--- src/rtl/la_rrmux.sv ---
//------------------------------------------------------------------------------
// la_rrmux : round-robin arbiter with AND-OR data select onto one valid/ready
//            channel. Optional output register stage: LA_RRMUX_OUTREG_EN.
// Revision  : 1.0 - initial release
//------------------------------------------------------------------------------
`default_nettype none

module la_rrmux #(
  parameter int N    = 4,
  parameter int DW   = 8,
  parameter     PROP = "DEFAULT"
) (
  input  logic            clk,
  input  logic            nreset,
  input  logic [N-1:0]    in_valid,
  input  logic [N*DW-1:0] in_data,
  output logic [N-1:0]    in_ready,
  output logic            out_valid,
  output logic [DW-1:0]   out_data,
  input  logic            out_ready,
  output logic [N-1:0]    gnt
);

  localparam int c_PW = (N > 1) ? $clog2(N) : 1;

  if (N < 2 || N > 16) begin : g_bad_n
    $error("la_rrmux: N must be in 2..16");
  end
  if (PROP == "") begin : g_bad_prop
    $error("la_rrmux: PROP must not be empty");
  end

  logic [c_PW-1:0] r_last;
  logic [N-1:0]    w_arb_gnt;
  logic [N-1:0]    w_gnt;
  logic [N-1:0]    w_xfer;
  logic [c_PW:0]   w_sum;
  logic            w_found;
  logic [c_PW-1:0] w_gnt_idx;
  logic [DW-1:0]   w_sel_data;

  // Scan lanes starting just after the last served one, wrapping modulo N.
  always_comb begin
    w_arb_gnt = '0;
    w_found   = 1'b0;
    w_sum     = '0;
    for (int k = 1; k <= N; k++) begin
      w_sum = {1'b0, r_last} + (c_PW+1)'(k);
      if (w_sum >= (c_PW+1)'(N)) w_sum = w_sum - (c_PW+1)'(N);
      if (!w_found && in_valid[w_sum[c_PW-1:0]]) begin
        w_arb_gnt[w_sum[c_PW-1:0]] = 1'b1;
        w_found                    = 1'b1;
      end
    end
  end

  always_comb begin
    w_gnt_idx = '0;
    for (int i = 0; i < N; i++) begin
      if (w_gnt[i]) w_gnt_idx = w_gnt_idx | c_PW'(i);
    end
  end

  always_comb begin
    w_sel_data = '0;
    for (int i = 0; i < N; i++) begin
      w_sel_data = w_sel_data | ({DW{w_gnt[i]}} & in_data[i*DW +: DW]);
    end
  end

  assign w_xfer = in_valid & in_ready;
  assign gnt    = w_gnt;

  always_ff @(posedge clk or negedge nreset) begin
    if (!nreset)      r_last <= c_PW'(N-1);
    else if (|w_xfer) r_last <= w_gnt_idx;
  end

`ifdef LA_RRMUX_OUTREG_EN
  logic            r_out_valid;
  logic [DW-1:0]   r_out_data;
  logic            w_load;

  // The register itself holds a stalled beat, so grants only exist on load cycles.
  assign w_load    = ~r_out_valid | out_ready;
  assign w_gnt     = (nreset && w_load) ? w_arb_gnt : '0;
  assign in_ready  = w_gnt;
  assign out_valid = r_out_valid;
  assign out_data  = r_out_data;

  always_ff @(posedge clk or negedge nreset) begin
    if (!nreset) begin
      r_out_valid <= 1'b0;
      r_out_data  <= '0;
    end else if (w_load) begin
      r_out_valid <= |w_gnt;
      r_out_data  <= w_sel_data;
    end
  end
`else
  localparam logic [0:0] c_ARB  = 1'b0;
  localparam logic [0:0] c_HOLD = 1'b1;

  logic [0:0]   r_state;
  logic [N-1:0] r_gnt_q;

  // Outputs are forced quiet while reset is asserted, even with live requests.
  assign w_gnt     = nreset ? ((r_state == c_HOLD) ? r_gnt_q : w_arb_gnt) : '0;
  assign out_valid = |w_gnt;
  assign in_ready  = w_gnt & {N{out_ready}};
  assign out_data  = w_sel_data;

  always_ff @(posedge clk or negedge nreset) begin
    if (!nreset) begin
      r_state <= c_ARB;
      r_gnt_q <= '0;
    end else begin
      case (r_state)
        c_ARB: begin
          if (out_valid && !out_ready) begin
            r_state <= c_HOLD;
            r_gnt_q <= w_arb_gnt;
          end
        end
        c_HOLD: begin
          if (out_ready) begin
            r_state <= c_ARB;
            r_gnt_q <= '0;
          end
        end
        default: begin
          r_state <= c_ARB;
          r_gnt_q <= '0;
        end
      endcase
    end
  end
`endif

endmodule

`default_nettype wire

--- config.mk ---
export PLATFORM = sky130hd
export DESIGN_NAME = la_rrmux
export DESIGN_NICKNAME = d
export VERILOG_FILES = /design/src/rtl/la_rrmux.sv
export SDC_FILE = /design/constraint.sdc
export NUM_CORES = 1
export LEC_CHECK = 0
export ABC_AREA = 0
export CELL_PAD_IN_SITES_DETAIL_PLACEMENT = 1
export CELL_PAD_IN_SITES_GLOBAL_PLACEMENT = 2
export CORE_MARGIN = 2
export CORE_UTILIZATION = 20
export CTS_CLUSTER_DIAMETER = 120
export DETAILED_ROUTE_END_ITERATION = 10
export PLACE_DENSITY_LB_ADDON = 0.1
export SLEW_MARGIN = 20
export SYNTH_ARGS = -nofsm -noshare
export SYNTH_HDL_FRONTEND = slang
export SYNTH_SLANG_ARGS = --single-unit
--- constraint.sdc ---
create_clock -name clk -period 3.5 [get_ports clk]
set_input_delay 0.7 -clock clk [delete_from_list [all_inputs] [get_ports clk]]
set_output_delay 0.7 -clock clk [all_outputs]
set_load 0.02 [all_outputs]
==> results of run 1 <==
[worst paths after layout]
check	from	cells after the start	end
max in group asynchronous	nreset	2	r_last[1]
worst min register to register	r_gnt_q[0]	2	r_gnt_q[0]
min in group asynchronous	nreset	2	r_gnt_q[1]
worst min-delay path	r_gnt_q[0]	2	r_gnt_q[0]
worst max register to register	r_last[0]	12	r_gnt_q[3]
worst max-delay path	r_last[0]	11	out_valid
[repair_timing]
item / 4_1_cts / 5_1_grt
buffers inserted: 15 / 6
gates cloned: 0 / 0
gates resized for setup: 85 / 23
pin swaps: 11 / 18
endpoints found under the setup margin: 17 / 16
[per-stage QoR]
stage,hold slack [ns],power (mW)
finish,0.5670,2.471
detailed placement,0.5329,2.076
global route,0.5983,2.642
CTS,0.5652,2.284
floorplan,0.4044,1.237
global placement,0.5269,2.045
[metal layers]
layer	global-route usage	wire length, um
met4	0.02881	71
met5	0	0
met2	0.3364	2869
met1	0.1779	2164
met3	0.01889	222
[synthesized netlist by cell type, drive strengths merged, types with 4 or more instances]
library cell,count,area (um2)
ha,8,100.1
a22oi,4,30.03
mux4,4,90.09
nand2,21,78.83
a21oi,7,38.79
mux2i,7,70.07
inv,10,37.53
buf,6,38.79
dfrtp,5,125.1
clkbuf,4,15.01
and2,7,46.30
a222oi,8,80.08
nand2b,4,25.02
[kinds of logic after synthesis]
family,Yosys count,share of synthesized area
AOI/OAI and AO/OA,44,0.3351
and+or+nand+nor,44,0.1892
adders and majority gates,11,0.1099
buffers and inverters,21,0.08033
muxes,11,0.1353
DFF,7,0.1501
[state kept, by name (all words and copies together), names as in the netlist]
register  flops
r_state       1
r_gnt_q       4
r_last        2
[report_power, final]
| part | leakage, nW | switching (mW) | internal (mW) |
|---|---|---|---|
| clock | 0.0228 | 0.0352 | 0.0788 |
| combinational | 0.939 | 1.05 | 1.14 |
| sequential | 0.0849 | 0.0329 | 0.129 |
[final cells by class]
| class | instances | area [um2] |
|---|---|---|
| Sequential cell | 7 | 177.7 |
| Tap cell | 75 | 93.84 |
| Timing Repair Buffer | 113 | 998.5 |
| Inverter | 11 | 41.29 |
| Fill cell | 716 | 3476 |
| Clock buffer | 4 | 45.04 |
| Multi-Input combinational cell | 110 | 983.4 |
[critical path: cells and delay by family (launching register included)]
| kind | cells | cell delay (ns) |
|---|---|---|
| AND/OR/NAND/NOR | 1 | 0.20 |
| adder cells (fa/ha/maj) | 1 | 0.30 |
| buffers and inverters | 5 | 0.46 |
| multiplexers | 1 | 0.38 |
| AO/OA/AOI/OAI | 3 | 0.85 |
| flip-flops | 1 | 0.57 |
==> flow_results.xml, run 1 <==
<?xml version="1.0" encoding="UTF-8"?>
<metrics>
  <group name="sta">
    <metric name="finalSetupViolCount" unit="">10</metric>
    <metric name="fin_ws" unit="ns">-0.1809</metric>
    <metric name="hold_viol" unit="">0</metric>
    <metric name="tightestPinTransition" unit="ns">0.3371</metric>
    <metric name="fin_skew" unit="ns">0.001626</metric>
    <metric name="finalWorstPathRequiredPeriod" unit="ns">3.681</metric>
    <metric name="rsz_0062_raised_after_global_routing" unit="">yes</metric>
    <metric name="slew_viol_final" unit="">0</metric>
    <metric name="fin_tns_setup" unit="ns">-1.585</metric>
    <metric name="max_slew_margin" unit="">0.7729</metric>
    <metric name="final_min_period_over_clock_period" unit="">1.052</metric>
    <metric name="maxClockFrequency" unit="MHz">271.7</metric>
  </group>
  <group name="die">
    <metric name="io_pins" unit="">56</metric>
    <metric name="dieWidth" unit="um">80.93</metric>
    <metric name="die_extent_in_y" unit="um">80.93</metric>
    <metric name="initial_utilization" unit="">0.2035</metric>
    <metric name="core_region_area" unit="um2">5816</metric>
    <metric name="dieArea" unit="um2">6550</metric>
    <metric name="row_count" unit="">28</metric>
  </group>
  <group name="final_layout">
    <metric name="number_of_non_filler_instances_in_the_completed_layout" unit="">320</metric>
    <metric name="fin_area" unit="um2">2340</metric>
    <metric name="design.final.nets" unit="">293</metric>
    <metric name="antenna_cells" unit="">0</metric>
    <metric name="share_of_cells_above_drive_strength_1" unit="">0.4408</metric>
    <metric name="finalCoreUtilization" unit="">0.4023</metric>
    <metric name="flow.area_growth_from_synthesis" unit="%">97.67</metric>
    <metric name="final_common_cell" unit="">sky130_fd_sc_hd__buf_4</metric>
    <metric name="layout_common_cells" unit="">sky130_fd_sc_hd__buf_4, sky130_fd_sc_hd__clkdlybuf4s50_1, sky130_fd_sc_hd__nand2_1</metric>
  </group>
  <group name="synthesis">
    <metric name="yosys_warnings" unit="">0</metric>
    <metric name="postSynth.asyncResetShare" unit="">1.000</metric>
    <metric name="syn-cell-area" unit="um2">1184</metric>
    <metric name="synth_top_flop_cell" unit="">sky130_fd_sc_hd__dfrtp_1</metric>
    <metric name="syn_area_per_cell" unit="um2">8.577</metric>
    <metric name="synthDistinctLibCells" unit="">44</metric>
    <metric name="postSynthCellCount" unit="">138</metric>
    <metric name="seq_area_frac_synth" unit="">0.1501</metric>
    <metric name="synthesized_nets" unit="">185</metric>
    <metric name="synth.ff_latch_count" unit="">7</metric>
    <metric name="synth_enable_flop_cells" unit="">0</metric>
  </group>
  <group name="routing">
    <metric name="post_drt_wl_per_cell" unit="um">16.65</metric>
    <metric name="drc" unit="">0</metric>
    <metric name="drt_wl_total" unit="mm">5.328</metric>
    <metric name="dr.first_iter.drc_count" unit="">83</metric>
    <metric name="drt_first_pass_iters" unit="">4</metric>
    <metric name="vias" unit="">1529</metric>
    <metric name="ant_nets" unit="">0</metric>
    <metric name="detail_route.vias_per_cell" unit="">4.778</metric>
  </group>
  <group name="clocking">
    <metric name="cts_root_buffer" unit="">sky130_fd_sc_hd__clkbuf_8</metric>
    <metric name="path_clk_slew" unit="ns">0.04</metric>
    <metric name="clkSinkCount" unit="">7</metric>
    <metric name="tritoncts_clock_tree" unit="">yes</metric>
    <metric name="clockBufferDepth" unit="">2</metric>
    <metric name="cts_inserted_buffers" unit="">3</metric>
    <metric name="htree_num_levels" unit="">1</metric>
    <metric name="hold_buffers" unit="">0</metric>
    <metric name="worstSkewPairLatency" unit="ns">0.23</metric>
  </group>
  <group name="placement">
    <metric name="place_congestion" unit="">0.8236</metric>
    <metric name="dp.final_hpwl" unit="mm">4.064</metric>
    <metric name="dpl.cell_count" unit="">295</metric>
    <metric name="post_dp_cell_area" unit="um2">2102</metric>
    <metric name="pre_cts_ws" unit="ns">-0.9673</metric>
    <metric name="port_buffers" unit="">55</metric>
  </group>
  <group name="worst_setup_path">
    <metric name="critical_path.max_fanout" unit="">6</metric>
    <metric name="cp_cell_sequence" unit="">inv_2, ha_4, mux4_2, a211o_1, a22o_1, buf_4, buf_6, a2111oi_4, and2_4, inv_2, buf_6</metric>
    <metric name="start_kind" unit="">flop</metric>
    <metric name="cpPeakStageDelay" unit="ns">0.57</metric>
    <metric name="worstPathRequired" unit="ns">2.80</metric>
    <metric name="rrSetupSlack" unit="ns">0.44</metric>
    <metric name="critical-path-slowest-cell" unit="">sky130_fd_sc_hd__dfstp_2</metric>
    <metric name="arrival_time_at_the_worst_endpoint" unit="ns">2.98</metric>
    <metric name="critical_path.endpoint_type" unit="">output pin</metric>
    <metric name="worstSetupPathType" unit="">flop to output pin</metric>
  </group>
  <group name="run">
    <metric name="timing.max_cap.violations" unit="">0</metric>
  </group>
  <group name="global_route">
    <metric name="wire_length_of_the_first_global_routing_pass" unit="mm">8.383</metric>
    <metric name="grt_overflow_total" unit="">0</metric>
    <metric name="track_usage" unit="">0.1638</metric>
    <metric name="pin_count_of_the_biggest_net_entering_global_routing" unit="">12</metric>
    <metric name="antenna_found_initial" unit="">0</metric>
    <metric name="grt_pass1_vias" unit="">1723</metric>
  </group>
  <group name="pwr">
    <metric name="ir_worst_vdd" unit="V">0.0003599</metric>
    <metric name="pwr_density_cell" unit="nW/um2">1056</metric>
    <metric name="p_leak" unit="nW">1.046</metric>
  </group>
  <group name="outcome">
    <metric name="status" unit="">finished with violations</metric>
    <metric name="failed_checks" unit="">negative setup slack</metric>
  </group>
  <group name="worst_hold_path">
    <metric name="hold_path_class" unit="">flop to flop</metric>
  </group>
</metrics>
(Power assumes the default switching activity.)
==> inputs of run 2 (changes only) <==
- CAP_MARGIN: unset -> 30
- CORE_ASPECT_RATIO: unset -> 0.5
- PLACE_DENSITY: unset -> 0.78
- PLACE_DENSITY_LB_ADDON: 0.1 -> unset
==> run 2 against run 1 <==
  * The flow still finishes with violations (negative setup slack)
  * Cell count is 2.5% lower
  * Critical endpoint is now out_data[4]
  * Register-to-register slack better by 0.09 ns
  * Critical path type unchanged
  * Sequential power hardly changed
  * Die area is 0.56% higher
  * First-iteration DRC count is 58% higher
  * Design area is 2.6% higher
  * Global-route usage is 0.50 points lower
  * Critical path depth is 1 lower
==> flow_results.xml, run 2 (synthesis gave the netlist of run 1 again) <==
<?xml version="1.0" encoding="UTF-8"?>
<metrics>
  <group name="outcome">
    <metric name="status" unit="">finished with violations</metric>
    <metric name="failed_checks" unit="">negative setup slack</metric>
  </group>
  <group name="final_layout">
    <metric name="final_common_cell" unit="">sky130_fd_sc_hd__buf_4</metric>
    <metric name="top_register" unit="">r_gnt_q</metric>
    <metric name="antenna_cells" unit="">0</metric>
    <metric name="largest_register_ffs" unit="">4</metric>
    <metric name="largestRegisters" unit="">r_gnt_q: 4 flops, r_last: 2 flops, r_state: 1 flops</metric>
    <metric name="design.final.nets" unit="">287</metric>
    <metric name="flow.area_growth_from_synthesis" unit="%">102.7</metric>
    <metric name="share_of_cells_above_drive_strength_1" unit="">0.4435</metric>
    <metric name="layout_common_cells" unit="">sky130_fd_sc_hd__buf_4, sky130_fd_sc_hd__clkdlybuf4s50_1, sky130_fd_sc_hd__nand2_1</metric>
  </group>
  <group name="worst_setup_path">
    <metric name="critical_path.max_fanout" unit="">8</metric>
    <metric name="critical-path-slowest-cell" unit="">sky130_fd_sc_hd__dfstp_2</metric>
    <metric name="cp_common_cell" unit="">sky130_fd_sc_hd__buf_12</metric>
    <metric name="cp_cell_sequence" unit="">buf_12, mux4_2, nor4b_4, buf_4, and2_4, o311a_4, buf_12, a222oi_1, nand2_1, buf_6</metric>
    <metric name="r2r_cells" unit="">10</metric>
    <metric name="critical_path.endpoint_type" unit="">output pin</metric>
    <metric name="rrSetupSlack" unit="ns">0.53</metric>
    <metric name="r2r_end" unit="">r_gnt_q[1]</metric>
    <metric name="start_kind" unit="">flop</metric>
    <metric name="worstSetupPathType" unit="">flop to output pin</metric>
    <metric name="cpPeakStageDelay" unit="ns">0.57</metric>
    <metric name="setup.worst_path.start" unit="">r_last[0]</metric>
    <metric name="reg2reg_from" unit="">r_last[1]</metric>
    <metric name="worstPathRequired" unit="ns">2.80</metric>
    <metric name="arrival_time_at_the_worst_endpoint" unit="ns">3.01</metric>
  </group>
  <group name="pwr">
    <metric name="p_comb_frac" unit="">0.858</metric>
    <metric name="p_total" unit="mW">2.599</metric>
    <metric name="total_switching_power" unit="mW">1.167</metric>
    <metric name="ir_worst_vdd" unit="V">0.0003985</metric>
    <metric name="cell_internal_pwr" unit="mW">1.432</metric>
    <metric name="p_seq_frac" unit="">0.062</metric>
    <metric name="sw_frac_of_total" unit="">0.4489</metric>
    <metric name="p_leak" unit="nW">1.072</metric>
    <metric name="pwr_density_cell" unit="nW/um2">1083</metric>
    <metric name="clk_pwr_share" unit="">0.080</metric>
  </group>
  <group name="global_route">
    <metric name="wire_length_of_the_first_global_routing_pass" unit="mm">8.273</metric>
    <metric name="track_usage" unit="">0.1588</metric>
    <metric name="antenna_found_initial" unit="">0</metric>
    <metric name="pin_count_of_the_biggest_net_entering_global_routing" unit="">14</metric>
    <metric name="grt_pass1_vias" unit="">1601</metric>
    <metric name="grt_overflow_total" unit="">0</metric>
  </group>
  <group name="sta">
    <metric name="max_slew_margin" unit="">0.6564</metric>
    <metric name="final_min_period_over_clock_period" unit="">1.059</metric>
    <metric name="maxClockFrequency" unit="MHz">269.8</metric>
    <metric name="fin_ws" unit="ns">-0.2062</metric>
    <metric name="finalWorstPathRequiredPeriod" unit="ns">3.706</metric>
    <metric name="hold_viol" unit="">0</metric>
    <metric name="slew_viol_final" unit="">0</metric>
    <metric name="fin_skew" unit="ns">0.007390</metric>
    <metric name="fin_hold_ws" unit="ns">0.5747</metric>
    <metric name="finalSetupViolCount" unit="">13</metric>
    <metric name="rsz_0062_raised_after_global_routing" unit="">yes</metric>
    <metric name="tightestPinTransition" unit="ns">0.5139</metric>
  </group>
  <group name="worst_hold_path">
    <metric name="holdCritStartpoint" unit="">r_gnt_q[0]</metric>
    <metric name="hold_path_end" unit="">r_gnt_q[0]</metric>
    <metric name="hold_path_class" unit="">flop to flop</metric>
    <metric name="min_path_cells" unit="">2</metric>
  </group>
  <group name="routing">
    <metric name="ant_nets" unit="">0</metric>
    <metric name="drc" unit="">0</metric>
    <metric name="dr.first_iter.drc_count" unit="">131</metric>
    <metric name="drt_wl_total" unit="mm">5.345</metric>
    <metric name="post_drt_wl_per_cell" unit="um">17.13</metric>
    <metric name="vias" unit="">1504</metric>
    <metric name="drt_first_pass_iters" unit="">6</metric>
    <metric name="detail_route.vias_per_cell" unit="">4.821</metric>
  </group>
  <group name="clocking">
    <metric name="clkSinkCount" unit="">7</metric>
    <metric name="cts_inserted_buffers" unit="">3</metric>
    <metric name="hold_buffers" unit="">0</metric>
    <metric name="clockBufferDepth" unit="">2</metric>
    <metric name="worstSkewPairLatency" unit="ns">0.24</metric>
    <metric name="tritoncts_clock_tree" unit="">yes</metric>
    <metric name="cts_root_buffer" unit="">sky130_fd_sc_hd__clkbuf_16</metric>
    <metric name="htree_num_levels" unit="">1</metric>
    <metric name="path_clk_slew" unit="ns">0.04</metric>
  </group>
  <group name="die">
    <metric name="core_region_area" unit="um2">5587</metric>
    <metric name="dieArea" unit="um2">6587</metric>
    <metric name="die_extent_in_y" unit="um">58.40</metric>
    <metric name="dieWidth" unit="um">112.8</metric>
    <metric name="io_pins" unit="">56</metric>
    <metric name="initial_utilization" unit="">0.2119</metric>
    <metric name="row_count" unit="">19</metric>
  </group>
  <group name="placement">
    <metric name="place_congestion" unit="">0.8350</metric>
    <metric name="port_buffers" unit="">55</metric>
    <metric name="dp.final_hpwl" unit="mm">3.718</metric>
  </group>
  <group name="run">
    <metric name="timing.max_cap.violations" unit="">0</metric>
  </group>
</metrics>
==> run 2: changes by cell type in the layout (fill, tap and decap cells not counted), moves of 2 or more <==
cell / delta
sky130_fd_sc_hd__clkbuf_8: -3
sky130_fd_sc_hd__buf_4: -9
sky130_fd_sc_hd__buf_2: -6
sky130_fd_sc_hd__buf_6: +7
sky130_fd_sc_hd__clkbuf_2: +2
sky130_fd_sc_hd__clkbuf_16: +4
==> run 2: power by group through the flow <==
stage	sequential, mW	clock, mW	combinational, mW
3_5_place_dp	0.168	0	1.86
5_1_grt	0.168	0.217	2.38
3_3_place_gp	0.164	0	1.83
6_report	0.161	0.208	2.23
2_1_floorplan	0.154	0	1.08
4_1_cts	0.161	0.213	2.00
==> run 2: layer usage <==
metal	share of wire	global-route usage	vias to the layer above
met3	0.029	0.02472	2
met1	0.46	0.2116	747
met5	0	0	-
met2	0.50	0.2814	26
met4	0.0043	0.02613	0
li1	-	-	729
==> run 2: stage by stage <==
| stage | util | setup WS [ns] | setup TNS [ns] | std cells | area, um2 |
|---|---|---|---|---|---|
| floorplan | - | 0.03120 | 0 | 138 | 1204 |
| global placement | 0.3704 | -1.030 | -14.68 | 289 | 2069 |
| detailed placement | 0.3704 | -1.012 | -14.58 | 289 | 2069 |
| CTS | 0.4078 | -0.1928 | -1.377 | 304 | 2278 |
| global route | 0.4296 | -0.2825 | -2.869 | 312 | 2400 |
| finish | 0.4296 | -0.2062 | -1.633 | 312 | 2400 |
==> run 2: area by class of cell <==
cell class	instances	area [um2]
Clock buffer	4	78.83
Fill cell	646	3187
Inverter	11	42.54
Multi-Input combinational cell	110	1003
Sequential cell	7	177.7
Tap cell	73	91.34
Timing Repair Buffer	107	1006
==> run 2: worst max path at each step <==
stage             endpoint  cells after the start
2_1_floorplan  out_data[1]                     10
3_3_place_gp   in_ready[0]                      8
3_5_place_dp   in_ready[0]                      8
4_1_cts          out_valid                     10
5_1_grt        out_data[4]                     10
6_report       out_data[4]                     10
==> run 2: what timing repair did <==
| action | CTS | global route |
|---|---|---|
| pin swaps | 12 | 15 |
| setup endpoints to repair | 17 | 17 |
| resized for setup | 98 | 30 |
| gates cloned | 1 | 2 |
| setup buffers | 10 | 6 |
==> run 2: critical path, delay by kind of cell, from the launching register on <==
| family | cells | cell delay [ns] |
|---|---|---|
| compound gates | 2 | 0.66 |
| buf+inv | 4 | 0.57 |
| flops | 1 | 0.57 |
| mux | 1 | 0.50 |
| simple gates | 3 | 0.46 |
==> inputs of run 3 (changes only) <==
- MAX_ROUTING_LAYER: unset -> met4
==> run 3 against run 2 <==
  * The flow still finishes with violations (negative setup slack)
  * Worst setup slack better by 0.052 ns
  * Hold slack worse by 0.00067 ns
  * Register-to-register slack worse by 0.02 ns
  * Core utilization down 0.25 points
  * Non-clock buffer count down 1
  * Via count up 0.33%
  * Sequential share of layout area about the same
  * Count of clock-buffer cells in the layout unchanged
  * First-iteration DRC count up 24%
==> flow_results.xml, run 3 (synthesis gave the netlist of run 1 again) <==
<?xml version="1.0" encoding="UTF-8"?>
<metrics>
  <group name="clocking">
    <metric name="htree_num_levels" unit="">1</metric>
    <metric name="clkSinkCount" unit="">7</metric>
    <metric name="tritoncts_clock_tree" unit="">yes</metric>
    <metric name="path_clk_slew" unit="ns">0.04</metric>
    <metric name="worstSkewPairLatency" unit="ns">0.24</metric>
    <metric name="cts_root_buffer" unit="">sky130_fd_sc_hd__clkbuf_16</metric>
    <metric name="hold_buffers" unit="">0</metric>
    <metric name="clockBufferDepth" unit="">2</metric>
    <metric name="cts_inserted_buffers" unit="">3</metric>
  </group>
  <group name="final_layout">
    <metric name="antenna_cells" unit="">0</metric>
    <metric name="n_fill_cell" unit="">638</metric>
    <metric name="largest_register_ffs" unit="">4</metric>
    <metric name="finalCoreUtilization" unit="">0.4271</metric>
    <metric name="flow.area_growth_from_synthesis" unit="%">101.6</metric>
    <metric name="largestRegisters" unit="">r_gnt_q: 4 flops, r_last: 2 flops, r_state: 1 flops</metric>
    <metric name="design.final.nets" unit="">286</metric>
    <metric name="fin_area" unit="um2">2386</metric>
    <metric name="number_of_non_filler_instances_in_the_completed_layout" unit="">311</metric>
    <metric name="layout_common_cells" unit="">sky130_fd_sc_hd__buf_4, sky130_fd_sc_hd__clkdlybuf4s50_1, sky130_fd_sc_hd__nand2_1</metric>
    <metric name="top_register" unit="">r_gnt_q</metric>
    <metric name="final_common_cell" unit="">sky130_fd_sc_hd__buf_4</metric>
    <metric name="share_of_cells_above_drive_strength_1" unit="">0.4412</metric>
  </group>
  <group name="global_route">
    <metric name="track_usage" unit="">0.1642</metric>
    <metric name="grt_overflow_total" unit="">0</metric>
    <metric name="grt_util_met1" unit="">0.2148</metric>
    <metric name="use_met3" unit="">0.02266</metric>
    <metric name="gr-usage-met2" unit="">0.2806</metric>
    <metric name="grt_pass1_vias" unit="">1599</metric>
    <metric name="pin_count_of_the_biggest_net_entering_global_routing" unit="">14</metric>
    <metric name="antenna_found_initial" unit="">0</metric>
    <metric name="wire_length_of_the_first_global_routing_pass" unit="mm">8.273</metric>
    <metric name="grt_most_used_layer" unit="">met2</metric>
  </group>
  <group name="placement">
    <metric name="dpl.cell_count" unit="">289</metric>
    <metric name="pre_cts_ws" unit="ns">-1.012</metric>
    <metric name="post_dp_cell_area" unit="um2">2069</metric>
    <metric name="dp.final_hpwl" unit="mm">3.718</metric>
    <metric name="port_buffers" unit="">55</metric>
    <metric name="place_congestion" unit="">0.8479</metric>
  </group>
  <group name="routing">
    <metric name="ant_nets" unit="">0</metric>
    <metric name="vias" unit="">1509</metric>
    <metric name="dr.first_iter.drc_count" unit="">163</metric>
    <metric name="drc" unit="">0</metric>
    <metric name="drt_wl_total" unit="mm">5.368</metric>
    <metric name="detail_route.vias_per_cell" unit="">4.852</metric>
    <metric name="drt_first_pass_iters" unit="">6</metric>
    <metric name="post_drt_wl_per_cell" unit="um">17.26</metric>
  </group>
  <group name="die">
    <metric name="initial_utilization" unit="">0.2119</metric>
    <metric name="dieWidth" unit="um">112.8</metric>
    <metric name="die_extent_in_y" unit="um">58.40</metric>
    <metric name="core_region_area" unit="um2">5587</metric>
    <metric name="io_pins" unit="">56</metric>
    <metric name="dieArea" unit="um2">6587</metric>
    <metric name="row_count" unit="">19</metric>
  </group>
  <group name="worst_setup_path">
    <metric name="start_kind" unit="">flop</metric>
    <metric name="critical_path.endpoint_type" unit="">output pin</metric>
    <metric name="worstSetupPathType" unit="">flop to output pin</metric>
    <metric name="worstPathRequired" unit="ns">2.80</metric>
    <metric name="arrival_time_at_the_worst_endpoint" unit="ns">2.95</metric>
    <metric name="critical_path.max_fanout" unit="">5</metric>
  </group>
  <group name="sta">
    <metric name="rsz_0062_raised_after_global_routing" unit="">yes</metric>
    <metric name="fin_ws" unit="ns">-0.1537</metric>
    <metric name="tightestPinTransition" unit="ns">0.5134</metric>
    <metric name="finalWorstPathRequiredPeriod" unit="ns">3.654</metric>
    <metric name="hold_viol" unit="">0</metric>
    <metric name="slew_viol_final" unit="">0</metric>
    <metric name="fin_skew" unit="ns">0.006658</metric>
    <metric name="max_slew_margin" unit="">0.6566</metric>
    <metric name="fin_tns_setup" unit="ns">-1.489</metric>
    <metric name="final_min_period_over_clock_period" unit="">1.044</metric>
    <metric name="fin_hold_ws" unit="ns">0.5740</metric>
    <metric name="maxClockFrequency" unit="MHz">273.7</metric>
    <metric name="finalSetupViolCount" unit="">13</metric>
  </group>
  <group name="pwr">
    <metric name="cell_internal_pwr" unit="mW">1.414</metric>
    <metric name="p_seq_frac" unit="">0.062</metric>
    <metric name="p_comb_frac" unit="">0.858</metric>
    <metric name="ir_worst_vdd" unit="V">0.0003929</metric>
    <metric name="sw_frac_of_total" unit="">0.4508</metric>
    <metric name="clk_pwr_share" unit="">0.080</metric>
    <metric name="p_total" unit="mW">2.575</metric>
    <metric name="pwr_density_cell" unit="nW/um2">1079</metric>
    <metric name="p_leak" unit="nW">1.066</metric>
    <metric name="total_switching_power" unit="mW">1.161</metric>
  </group>
  <group name="run">
    <metric name="timing.max_cap.violations" unit="">0</metric>
  </group>
  <group name="worst_hold_path">
    <metric name="hold_path_class" unit="">flop to flop</metric>
  </group>
  <group name="outcome">
    <metric name="failed_checks" unit="">negative setup slack</metric>
    <metric name="status" unit="">finished with violations</metric>
  </group>
</metrics>
[run 3: cell types whose count changed in the layout (fill, tap and decap cells not counted), sizes merged]
cell,change
buf,-1
[run 3: layer usage]
layer	routed length, um	vias to the layer above
met2	2716	41
met1	2409	739
met5	0	-
met4	23	0
li1	-	727
met3	219	2
[run 3: power groups by stage]
stage	Combinational [mW]	Clock [mW]	Sequential (mW)
floorplan	1.08	0	0.154
global placement	1.83	0	0.164
detailed placement	1.86	0	0.168
CTS	2.00	0.213	0.161
global route	2.36	0.218	0.168
finish	2.21	0.205	0.161
[run 3: cell type report]
class	instances	area, um2	share of cell area
clock buffer	4	78.83	0.03304
inverter	11	42.54	0.01783
multi-input combinational	110	1003	0.4206
sequential	7	177.7	0.07446
tap	73	91.34	0.03828
timing repair buffer	106	992.2	0.4158
[run 3: repair_timing]
action                                  CTS  global route
endpoints found under the setup margin   17            17
endpoints found under the hold margin     0             0
cloned                                    1             2
resized for setup                        98            27
pin swaps                                12            15
buffers inserted                         10             5
[run 3: worst paths after layout]
check / from / to / slack [ns] / depth (start not counted)
min reg2reg: r_gnt_q[0] / r_gnt_q[0] / 0.57 / 2
min in group asynchronous: nreset / r_gnt_q[3] / 0.72 / 1
min: r_gnt_q[0] / r_gnt_q[0] / 0.57 / 2
max: r_last[0] / out_data[5] / -0.15 / 11
max in group asynchronous: nreset / r_last[1] / 2.31 / 2
max reg2reg: r_last[0] / r_gnt_q[1] / 0.51 / 11
[run 3: worst max-delay path: stages, from the launching register on]
cell and delay [ns]:
sky130_fd_sc_hd__dfstp_2 0.57, sky130_fd_sc_hd__inv_2 0.06, sky130_fd_sc_hd__ha_4 0.29, sky130_fd_sc_hd__mux4_2 0.39, sky130_fd_sc_hd__nor4b_4 0.41, sky130_fd_sc_hd__buf_4 0.18, sky130_fd_sc_hd__and2_4 0.14, sky130_fd_sc_hd__o311a_4 0.24
sky130_fd_sc_hd__clkbuf_16 0.15, sky130_fd_sc_hd__a222oi_1 0.06, sky130_fd_sc_hd__nand2_1 0.09, sky130_fd_sc_hd__buf_6 0.12
